`src/rtl/fp_mult_pkg.sv`:
```
// Shared types for the fp_mult datapath: rounding-mode encoding and exponent
// field constants used by the normalise/round back end.
package fp_mult_pkg;

    typedef enum logic [2:0] {
        RNE = 3'd0,
        RTZ = 3'd1,
        RDN = 3'd2,
        RUP = 3'd3,
        RMM = 3'd4
    } rnd_mode_t;

    // All-ones exponent field encodes Inf; one below it is the largest finite.
    function automatic int exp_inf(input int exp_w);
        return (1 << exp_w) - 1;
    endfunction

    function automatic int exp_max(input int exp_w);
        return (1 << exp_w) - 2;
    endfunction

endpackage

```
`src/rtl/fp_round_incr.sv`:
```
// Rounding increment decision from sign, lsb, guard and sticky.
// Directed modes are built only when FP_NORM_DIRECTED_ROUND_EN is defined.
module fp_round_incr
    import fp_mult_pkg::*;
(
    input  logic       sign,
    input  logic       lsb,
    input  logic       guard,
    input  logic       sticky,
    input  logic [2:0] rnd,
    output logic       inc
);

`ifdef FP_NORM_DIRECTED_ROUND_EN
    always_comb begin
        inc = guard & (sticky | lsb);
        case (rnd_mode_t'(rnd))
            RTZ:     inc = 1'b0;
            RDN:     inc = sign & (guard | sticky);
            RUP:     inc = !sign & (guard | sticky);
            RMM:     inc = guard;
            default: inc = guard & (sticky | lsb);
        endcase
    end
`else
    // Nearest-even only; mode and sign do not influence the increment.
    logic unused_dir;
    assign unused_dir = sign ^ (^rnd);
    assign inc = guard & (sticky | lsb);
`endif

endmodule

```
`src/rtl/fp_norm_round_pipe.sv`:
```
// Two-stage normalise (stage 1) and round/pack (stage 2) back end for fp_mult.
// FP_NORM_DIRECTED_ROUND_EN enables RTZ/RDN/RUP/RMM; otherwise RNE only.
module fp_norm_round_pipe
    import fp_mult_pkg::*;
#(
    parameter int EXP_W = 8,
    parameter int MAN_W = 23
) (
    input  logic                     clk,
    input  logic                     rst,
    input  logic                     in_valid,
    output logic                     in_ready,
    input  logic [2*(MAN_W+1)-1:0]   in_prod,
    input  logic signed [EXP_W+1:0]  in_exp,
    input  logic                     in_sign,
    input  logic [2:0]               in_rnd,
    output logic                     out_valid,
    input  logic                     out_ready,
    output logic [EXP_W+MAN_W:0]     out_result,
    output logic                     out_ovf,
    output logic                     out_unf,
    output logic                     out_inexact
);

    localparam int PW = 2 * (MAN_W + 1);
    localparam int EW = EXP_W + 2;
    localparam logic [EXP_W-1:0]     EXP_INF = EXP_W'(exp_inf(EXP_W));
    localparam logic [EXP_W-1:0]     EXP_MAX = EXP_W'(exp_max(EXP_W));
    localparam logic signed [EW-1:0] OVF_EXP = EW'(exp_inf(EXP_W));

    typedef struct packed {
        logic                 sign;
        logic signed [EW-1:0] exp;
        logic [MAN_W-1:0]     frac;
        logic                 guard;
        logic                 sticky;
        logic [2:0]           rnd;
    } norm_t;

    norm_t s1_d, s1_q;
    logic  v1, v2;
    logic  adv2;

    // Valid/ready: a beat moves when valid && ready; each stage refills when
    // empty or when the stage after it is taking its beat this cycle.
    assign adv2      = !v2 || out_ready;
    assign in_ready  = !v1 || adv2;
    assign out_valid = v2;

    always_comb begin
        s1_d.sign = in_sign;
        s1_d.rnd  = in_rnd;
        if (in_prod[PW-1]) begin
            s1_d.frac   = in_prod[PW-2 -: MAN_W];
            s1_d.guard  = in_prod[PW-2-MAN_W];
            s1_d.sticky = |in_prod[PW-3-MAN_W:0];
            s1_d.exp    = in_exp + EW'(1);
        end else begin
            s1_d.frac   = in_prod[PW-3 -: MAN_W];
            s1_d.guard  = in_prod[PW-3-MAN_W];
            s1_d.sticky = |in_prod[PW-4-MAN_W:0];
            s1_d.exp    = in_exp;
        end
    end

    logic                     inc;
    logic [MAN_W:0]           sum;
    logic signed [EW-1:0]     exp_r;
    logic                     ovf, unf, away;
    logic [EXP_W+MAN_W:0]     res_d;

    fp_round_incr u_incr (
        .sign   (s1_q.sign),
        .lsb    (s1_q.frac[0]),
        .guard  (s1_q.guard),
        .sticky (s1_q.sticky),
        .rnd    (s1_q.rnd),
        .inc    (inc)
    );

    // A carry out of the fraction leaves it all zeros, so only exp moves.
    assign sum   = {1'b0, s1_q.frac} + (MAN_W+1)'(inc);
    assign exp_r = s1_q.exp + EW'(sum[MAN_W]);
    assign ovf   = (exp_r >= OVF_EXP);
    assign unf   = !ovf && (exp_r[EW-1] || (exp_r == '0));

`ifdef FP_NORM_DIRECTED_ROUND_EN
    always_comb begin
        case (rnd_mode_t'(s1_q.rnd))
            RTZ:     away = 1'b0;
            RDN:     away = s1_q.sign;
            RUP:     away = !s1_q.sign;
            default: away = 1'b1;
        endcase
    end
`else
    assign away = 1'b1;
`endif

    always_comb begin
        if (ovf) begin
            res_d = away ? {s1_q.sign, EXP_INF, {MAN_W{1'b0}}}
                         : {s1_q.sign, EXP_MAX, {MAN_W{1'b1}}};
        end else if (unf) begin
            res_d = {s1_q.sign, {(EXP_W+MAN_W){1'b0}}};
        end else begin
            res_d = {s1_q.sign, exp_r[EXP_W-1:0], sum[MAN_W-1:0]};
        end
    end

    always_ff @(posedge clk or negedge rst) begin
        if (!rst) begin
            v1          <= 1'b0;
            v2          <= 1'b0;
            s1_q        <= '0;
            out_result  <= '0;
            out_ovf     <= 1'b0;
            out_unf     <= 1'b0;
            out_inexact <= 1'b0;
        end else begin
            if (in_ready) begin
                v1 <= in_valid;
                if (in_valid) s1_q <= s1_d;
            end
            if (adv2) begin
                v2 <= v1;
                if (v1) begin
                    out_result  <= res_d;
                    out_ovf     <= ovf;
                    out_unf     <= unf;
                    out_inexact <= s1_q.guard | s1_q.sticky | ovf | unf;
                end
            end
        end
    end

endmodule

```
`config.mk`:
```
export PLATFORM = sky130hd
export DESIGN_NAME = fp_norm_round_pipe
export DESIGN_NICKNAME = d
export VERILOG_FILES = /design/src/rtl/fp_mult_pkg.sv /design/src/rtl/fp_round_incr.sv /design/src/rtl/fp_norm_round_pipe.sv
export SDC_FILE = /design/constraint.sdc
export NUM_CORES = 1
export LEC_CHECK = 0
export ABC_AREA = 1
export ABC_CLOCK_PERIOD_IN_PS = 3800
export BUFFER_PORTS_ARGS = -buffer_cell sky130_fd_sc_hd__buf_2
export CAP_MARGIN = 30
export CORE_AREA = 3 3 73 126
export CTS_CLUSTER_DIAMETER = 50
export DETAILED_ROUTE_END_ITERATION = 16
export DIE_AREA = 0 0 76 129
export PLACE_DENSITY = 0.79
export SLEW_MARGIN = 15
export SYNTH_ARGS = -nofsm -noshare
export SYNTH_HDL_FRONTEND = slang
export SYNTH_SLANG_ARGS = --single-unit
```
`constraint.sdc`:
```
create_clock -name clk -period 3.8 [get_ports clk]
set_input_delay 0.57 -clock clk [delete_from_list [all_inputs] [get_ports clk]]
set_output_delay 0.57 -clock clk [all_outputs]
set_load 0.01 [all_outputs]
```
==> results of run 1 <==
==> per-layer routing <==
metal	vias to the layer above	wire length, µm	global-route usage (%)
li1	2107	-	-
met1	1882	4570	27.9
met2	89	5280	36.4
met3	15	363	4.13
met4	0	180	8.11
met5	-	0	0
==> area by class of cell <==
type,count,area [µm²]
Multi-Input combinational cell,457,2310
Clock buffer,14,264
Inverter,39,153
Timing Repair Buffer,104,546
Fill cell,750,3070
Sequential cell,73,1830
Tap cell,115,144
==> power groups by stage <==
stage	clock, µW	sequential [µW]	combinational (µW)
6_report	752	1100	788
5_1_grt	799	1130	887
4_1_cts	767	1100	796
3_5_place_dp	0	1110	791
3_3_place_gp	0	1100	771
2_1_floorplan	0	1140	481
==> flip-flops by register name (all words and copies together) (netlist names) <==
name and cells:
s1_q 36, v1 1, out_inexact 1, out_ovf 1, out_result 32, out_valid 1, out_unf 1
==> placed cells by master (no fill, tap or decap), types with 4 or more instances in the layout <==
master / synthesis / routed
nand2_1: 200 / 200
nand3_1: 34 / 34
nor2_1: 83 / 83
a21oi_1: 6 / 6
buf_4: 0 / 4
ha_1: 5 / 5
a31oi_1: 23 / 23
nand4_1: 14 / 14
nand2_2: 14 / 14
o21ai_0: 9 / 9
nor4_1: 6 / 6
xnor2_1: 4 / 4
nand3_2: 12 / 12
buf_2: 2 / 99
inv_2: 4 / 4
clkbuf_16: 0 / 9
xor2_1: 8 / 8
inv_1: 31 / 31
dfrtp_1: 73 / 73
==> per-stage QoR <==
step	setup slack, ns	hold WS [ns]	instance area, µm²	instances	total power (µW)
2_1_floorplan	0.945	0.274	4420	591	1620
3_3_place_gp	0.640	0.459	4950	787	1870
3_5_place_dp	0.541	0.461	4970	788	1900
4_1_cts	0.532	0.132	5240	802	2660
5_1_grt	0.186	0.134	5240	802	2810
6_report	0.573	0.137	5240	802	2640
==> worst min path at each step <==
stage	end	start	slack, ns
floorplan	out_inexact	rst	0.27
global placement	out_result[20]	out_result[20]	0.46
detailed placement	out_result[14]	out_result[14]	0.46
CTS	out_result[3]	rst	0.13
global route	s1_q[7]	rst	0.13
finish	out_result[2]	rst	0.14
==> logic make-up (layout without fill, tap and decap cells) <==
kind of cell | count (synthesis) | in the layout | synth area share, %
buf+inv | 61 | 157 | 6.48
fa+ha+maj | 5 | 5 | 1.42
xor+xnor | 13 | 13 | 3.00
flops | 73 | 73 | 41.3
compound gates | 53 | 53 | 7.62
simple gates | 386 | 386 | 40.1
==> worst reg2reg max path, delay by kind of cell (launching register included) <==
family | cells | cell delay (ns)
adders and majority gates | 2 | 0.49
DFF | 1 | 0.48
buffers and inverters | 3 | 0.22
and+or+nand+nor | 16 | 1.90
==> results.py, run 1 <==
metrics = {
    "run_status": {
        "run_status": "finished clean",
    },
    "power": {
        "p_per_area_nw_per_um2": 504,
        "p_sw_uw": 907,
        "power_leakage_uw": 0.00267,
        "sw_frac_of_total_pct": 34.4,
        "intPower_uw": 1730,
        "p_comb_share_pct": 29.8,
        "pwr-share-clk_pct": 28.5,
        "seq_power_share_pct": 41.7,
        "ir_drop_mv": 0.281,
    },
    "global_routing": {
        "grt_overflow_total": 0,
        "grt_pass1_vias": 3762,
        "grt_max_degree": 52,
        "grtUsageTotal_pct": 21.6,
        "grt_pass1_wl_um": 17300,
        "antenna_found_initial": 0,
    },
    "timing": {
        "tightest_slew_ns": 0.660,
        "drv_slew": 0,
        "fin_crit_sh_pct": 84.9,
        "setup_viol": 0,
        "finalHoldViolations": 0,
        "slew_headroom_pct": 55.9,
        "rsz0062_at_grt": "false",
        "fmax_mhz": 310,
        "setup_tns_ns": 0,
        "fin_worst_skew_ns": 0.00596,
        "period_needed_ns": 3.23,
    },
    "worst_setup_path": {
        "ff2ff_setup_slack_ns": 0.57,
        "cp.required_ns": 4.00,
        "cp.arrival_ns": 3.43,
        "cp-end-kind": "flip-flop",
        "timing.critical_path.mode_cell": "nand2_1",
        "critPathLaunch": "s1_q[13]",
        "cp_num_buf_inv": 3,
        "worst-setup-path-type": "flip-flop to flip-flop",
        "rr_endpoint": "out_result[26]",
        "worst-path-stages": 21,
        "rr_worst_depth": 21,
        "crit_family": "simple AND/OR/NAND/NOR gates",
        "critical_path.cell_chain": "nand2_1, nor2_1, nand2_1, nor2_1, nand2_1, nor4_1, ha_1, ha_1, nand2_1, inv_1, nand2_1, nand2_1, inv_1, nand2_1, nor2_1, nand2_1, nand2_1, nand2_4, inv_2, nand2_2, nand3_1",
        "slowest_delay_ns": 0.48,
        "path_max_fanout": 24,
        "reg2reg_from": "s1_q[13]",
        "start_kind": "flip-flop",
        "worstSetupEndpoint": "out_result[26]",
        "critical_path.slowest_cell": "dfrtp_1",
    },
    "synthesis": {
        "synth-seq-area-share_pct": 41.3,
        "syn-num-nets": 662,
        "synth.most_common_cell": "nand2_1",
        "synthCells": 591,
        "ys_seq_elements": 73,
        "synth_area_leaders": "dfrtp_1 (41%), nand2_1 (17%), nor2_1 (7.0%), nand3_1 (3.9%), a31oi_1 (3.3%)",
        "synth_top_area_share_pct": 41.3,
        "synth_commonest_cells": "nand2_1 (200), nor2_1 (83), dfrtp_1 (73)",
        "avgSynthCellArea_um2": 7.48,
        "synth.largest_area_cell": "dfrtp_1",
        "yosysWarnings": 0,
        "synthFlopType": "dfrtp_1",
        "async_flop_share_pct": 100,
        "ys_types": 47,
        "syn-cell-area_um2": 4420,
        "synth_edf_count": 0,
    },
    "placed_design": {
        "io_buffers": 99,
        "gp_congestion": 0.873,
        "hpwl_um": 8190,
    },
    "detailed_routing": {
        "detail_route.wl_per_cell_um": 13.0,
        "drtAntennaViolNets": 0,
        "drc_errors": 0,
        "vias_per_cell": 5.10,
        "drt_wl_total_um": 10400,
        "vias": 4093,
        "drt_iter0_markers": 197,
        "dr.pass1.iters": 4,
    },
    "die": {
        "die_x_um": 76,
        "fp.dieH_um": 129,
        "fp.coreArea_um2": 8310,
        "ios": 103,
        "rows": 44,
        "initial_utilization_pct": 53.2,
        "die_area_um2": 9800,
    },
    "job": {
        "drv_cap": 0,
    },
    "clock_tree": {
        "path_clk_slew_ns": 0.05,
        "cts_made_buffers": 9,
        "cts_hold_buffers": 0,
        "clockBufferDepth": 2,
        "clock-sinks": 73,
        "cts_setup_buffers": 0,
        "cts_tree": "yes",
        "htreeDepth": 3,
        "cts_resized": 0,
        "worstSkewPairLatency_ns": 0.33,
        "cts-root-buf": "clkbuf_16",
    },
    "cells_and_area": {
        "n_antenna_cell": 0,
        "area_growth_pct": 18.5,
        "fin_nets": 755,
        "layout-drive-gt1-share_pct": 24.3,
        "fin_util_pct": 63.0,
    },
    "worst_hold_path": {
        "hold_class": "input pin to asynchronous set/reset pin",
    },
}
Power figures use the tool's default switching activity.
==> inputs of run 2 (changes only) <==
Settings changed: ABC_CLOCK_PERIOD_IN_PS 3800 to 2900, CORE_AREA 3 3 73 126 to 3 3 76 132, DIE_AREA 0 0 76 129 to 0 0 79 135, PLACE_DENSITY 0.79 to 0.76.
Clock period 3.8 ns to 2.9 ns, I/O delays scaled along.
==> run 2 against run 1 <==
Against the previous run:
- utilization up 0.68 points
- clock skew about the same
- register-to-register slack worse by 0.48 ns
- sequential power increased by 29%
==> results.py, run 2 (same netlist as run 1, synthesis figures left out) <==
metrics = {
    "die": {
        "ios": 103,
        "rows": 46,
        "die_area_um2": 10700,
        "fp.dieH_um": 135,
        "fp.coreArea_um2": 9090,
        "die_x_um": 79,
        "initial_utilization_pct": 48.6,
    },
    "global_routing": {
        "antenna_found_initial": 0,
        "grt_use_met1_pct": 26.1,
        "grtUsageMet3_pct": 4.14,
        "met2_usage_pct": 37.0,
        "grt_pass1_vias": 4199,
        "grt_overflow_total": 0,
        "grt_pass1_wl_um": 18600,
        "top_usage_layer": "met2",
        "grtUsageTotal_pct": 21.4,
        "grt_max_degree": 61,
    },
    "worst_setup_path": {
        "cp_num_buf_inv": 3,
        "critical_path.cell_chain": "nand2_2, nor2_4, nand2_2, nor2_4, nand2_2, nor4_4, ha_2, buf_6, nand2_4, nor2_8, nand4_4, xor2_4, buf_12, nand2_8, clkbuf_16, nand2_2, nor2_1, nor2_1",
        "worstSetupEndpoint": "out_inexact",
        "cp-end-kind": "flip-flop",
        "worst-path-stages": 18,
        "timing.critical_path.mode_cell": "nand2_2",
        "rr_endpoint": "out_inexact",
        "reg2reg_from": "s1_q[8]",
        "critPathLaunch": "s1_q[8]",
        "slowest_delay_ns": 0.38,
        "cp.arrival_ns": 3.02,
        "critical_path.slowest_cell": "dfrtp_1",
        "rr_worst_depth": 18,
        "path_max_fanout": 6,
        "start_kind": "flip-flop",
        "ff2ff_setup_slack_ns": 0.1,
        "crit_family": "simple AND/OR/NAND/NOR gates",
        "cp.required_ns": 3.12,
        "worst-setup-path-type": "flip-flop to flip-flop",
    },
    "cells_and_area": {
        "area.sequential_um2": 1830,
        "largest_register": "s1_q",
        "layout-drive-gt1-share_pct": 31.6,
        "largest_reg_flops": 36,
        "fin_nets": 784,
        "mostFrequentLayoutCells": "nand2_1 (186), buf_2 (99), nor2_1 (78)",
        "n_antenna_cell": 0,
        "reg_top3": "s1_q (36), out_result (32)",
        "layout_commonest_cell": "nand2_1",
        "multi_input_area_um2": 2470,
        "area_growth_pct": 31.1,
        "stdcell_count": 838,
        "n_fill_cell": 842,
    },
    "clock_tree": {
        "cts_made_buffers": 9,
        "cts_tree": "yes",
        "path_clk_slew_ns": 0.06,
        "htreeDepth": 3,
        "clockBufferDepth": 2,
        "clock-sinks": 73,
        "cts_hold_buffers": 0,
        "cts-root-buf": "clkbuf_16",
        "worstSkewPairLatency_ns": 0.33,
    },
    "timing": {
        "period_needed_ns": 2.80,
        "finalHoldViolations": 0,
        "fmax_mhz": 357,
        "setup_tns_ns": 0,
        "tightest_slew_ns": 0.781,
        "fin_crit_sh_pct": 96.7,
        "drv_slew": 0,
        "slew_headroom_pct": 47.9,
        "setup_viol": 0,
        "rsz0062_at_grt": "true",
        "fin_worst_skew_ns": 0.00639,
        "holdWs_ns": 0.177,
    },
    "placed_design": {
        "dp.cells": 818,
        "io_buffers": 99,
        "hpwl_um": 8520,
        "gp_congestion": 0.908,
    },
    "detailed_routing": {
        "vias_per_cell": 5.10,
        "drt_wl_total_um": 11200,
        "vias": 4270,
        "dr.pass1.iters": 4,
        "detail_route.wl_per_cell_um": 13.3,
        "drtAntennaViolNets": 0,
        "drc_errors": 0,
        "drt_iter0_markers": 142,
    },
    "run_status": {
        "run_status": "finished clean",
    },
    "power": {
        "power_leakage_uw": 0.00292,
        "power_uw": 3920,
        "p_per_area_nw_per_um2": 676,
        "ir_drop_mv": 0.322,
    },
    "job": {
        "drv_cap": 0,
    },
    "worst_hold_path": {
        "hold_class": "input pin to asynchronous set/reset pin",
    },
}
[run 2: how the worst min path moves through the flow]
stage | end | startpoint | slack (ns) | cells past startpoint
3_3_place_gp | out_result[31] | out_result[31] | 0.46 | 2
5_1_grt | out_result[7] | rst | 0.24 | 1
2_1_floorplan | out_inexact | rst | 0.14 | 0
6_report | out_result[7] | rst | 0.18 | 1
3_5_place_dp | out_result[20] | out_result[20] | 0.46 | 2
4_1_cts | out_result[7] | rst | 0.20 | 1
[run 2: timing repair]
item / CTS / global route
pin swaps: 0 / 25
setup endpoints to repair: 16 / 34
gates resized for setup: 1 / 42
buffers inserted: 0 / 1
gates cloned: 0 / 3
[run 2: stage by stage]
step	worst slack [ns]	util (%)	instance area (µm²)
4_1_cts	0.0705	61.1	5560
3_3_place_gp	0.0518	57.3	5210
5_1_grt	-0.0657	63.7	5790
2_1_floorplan	0.0450	-	4420
3_5_place_dp	-0.0364	57.3	5210
6_report	0.0959	63.7	5790
[run 2: worst register-to-register path, stage by stage (launching register included)]
cell and delay, ns:
dfrtp_1 0.38, nand2_2 0.09, nor2_4 0.12, nand2_2 0.08, nor2_4 0.12, nand2_2 0.08
nor4_4 0.25, ha_2 0.26, buf_6 0.13, nand2_4 0.06, nor2_8 0.18, nand4_4 0.13
xor2_4 0.21, buf_12 0.15, nand2_8 0.09, clkbuf_16 0.15, nand2_2 0.04, nor2_1 0.11
nor2_1 0.05
[run 2: where the power goes]
group	leakage, µW	internal [µW]	total, µW	switching (µW)
logic	0.00187	514	1240	728
clock network	0.000166	861	1260	397
registers	0.000881	1260	1420	160
total	0.00292	2630	3920	1280
[run 2: layer usage]
| metal | routed length, µm | part of all wire, % |
|---|---|---|
| met5 | 0 | 0 |
| met1 | 4550 | 41 |
| met3 | 476 | 4.3 |
| met4 | 187 | 1.7 |
| met2 | 5960 | 53 |
[run 2: area by class of cell]
class | count | area share (%)
Multi-Input combinational cell | 458 | 42.7
Clock inverter | 5 | 1.77
Clock buffer | 11 | 4.19
Timing Repair Buffer | 132 | 14.6
Sequential cell | 73 | 31.5
Tap cell | 120 | 2.59
Inverter | 39 | 2.68
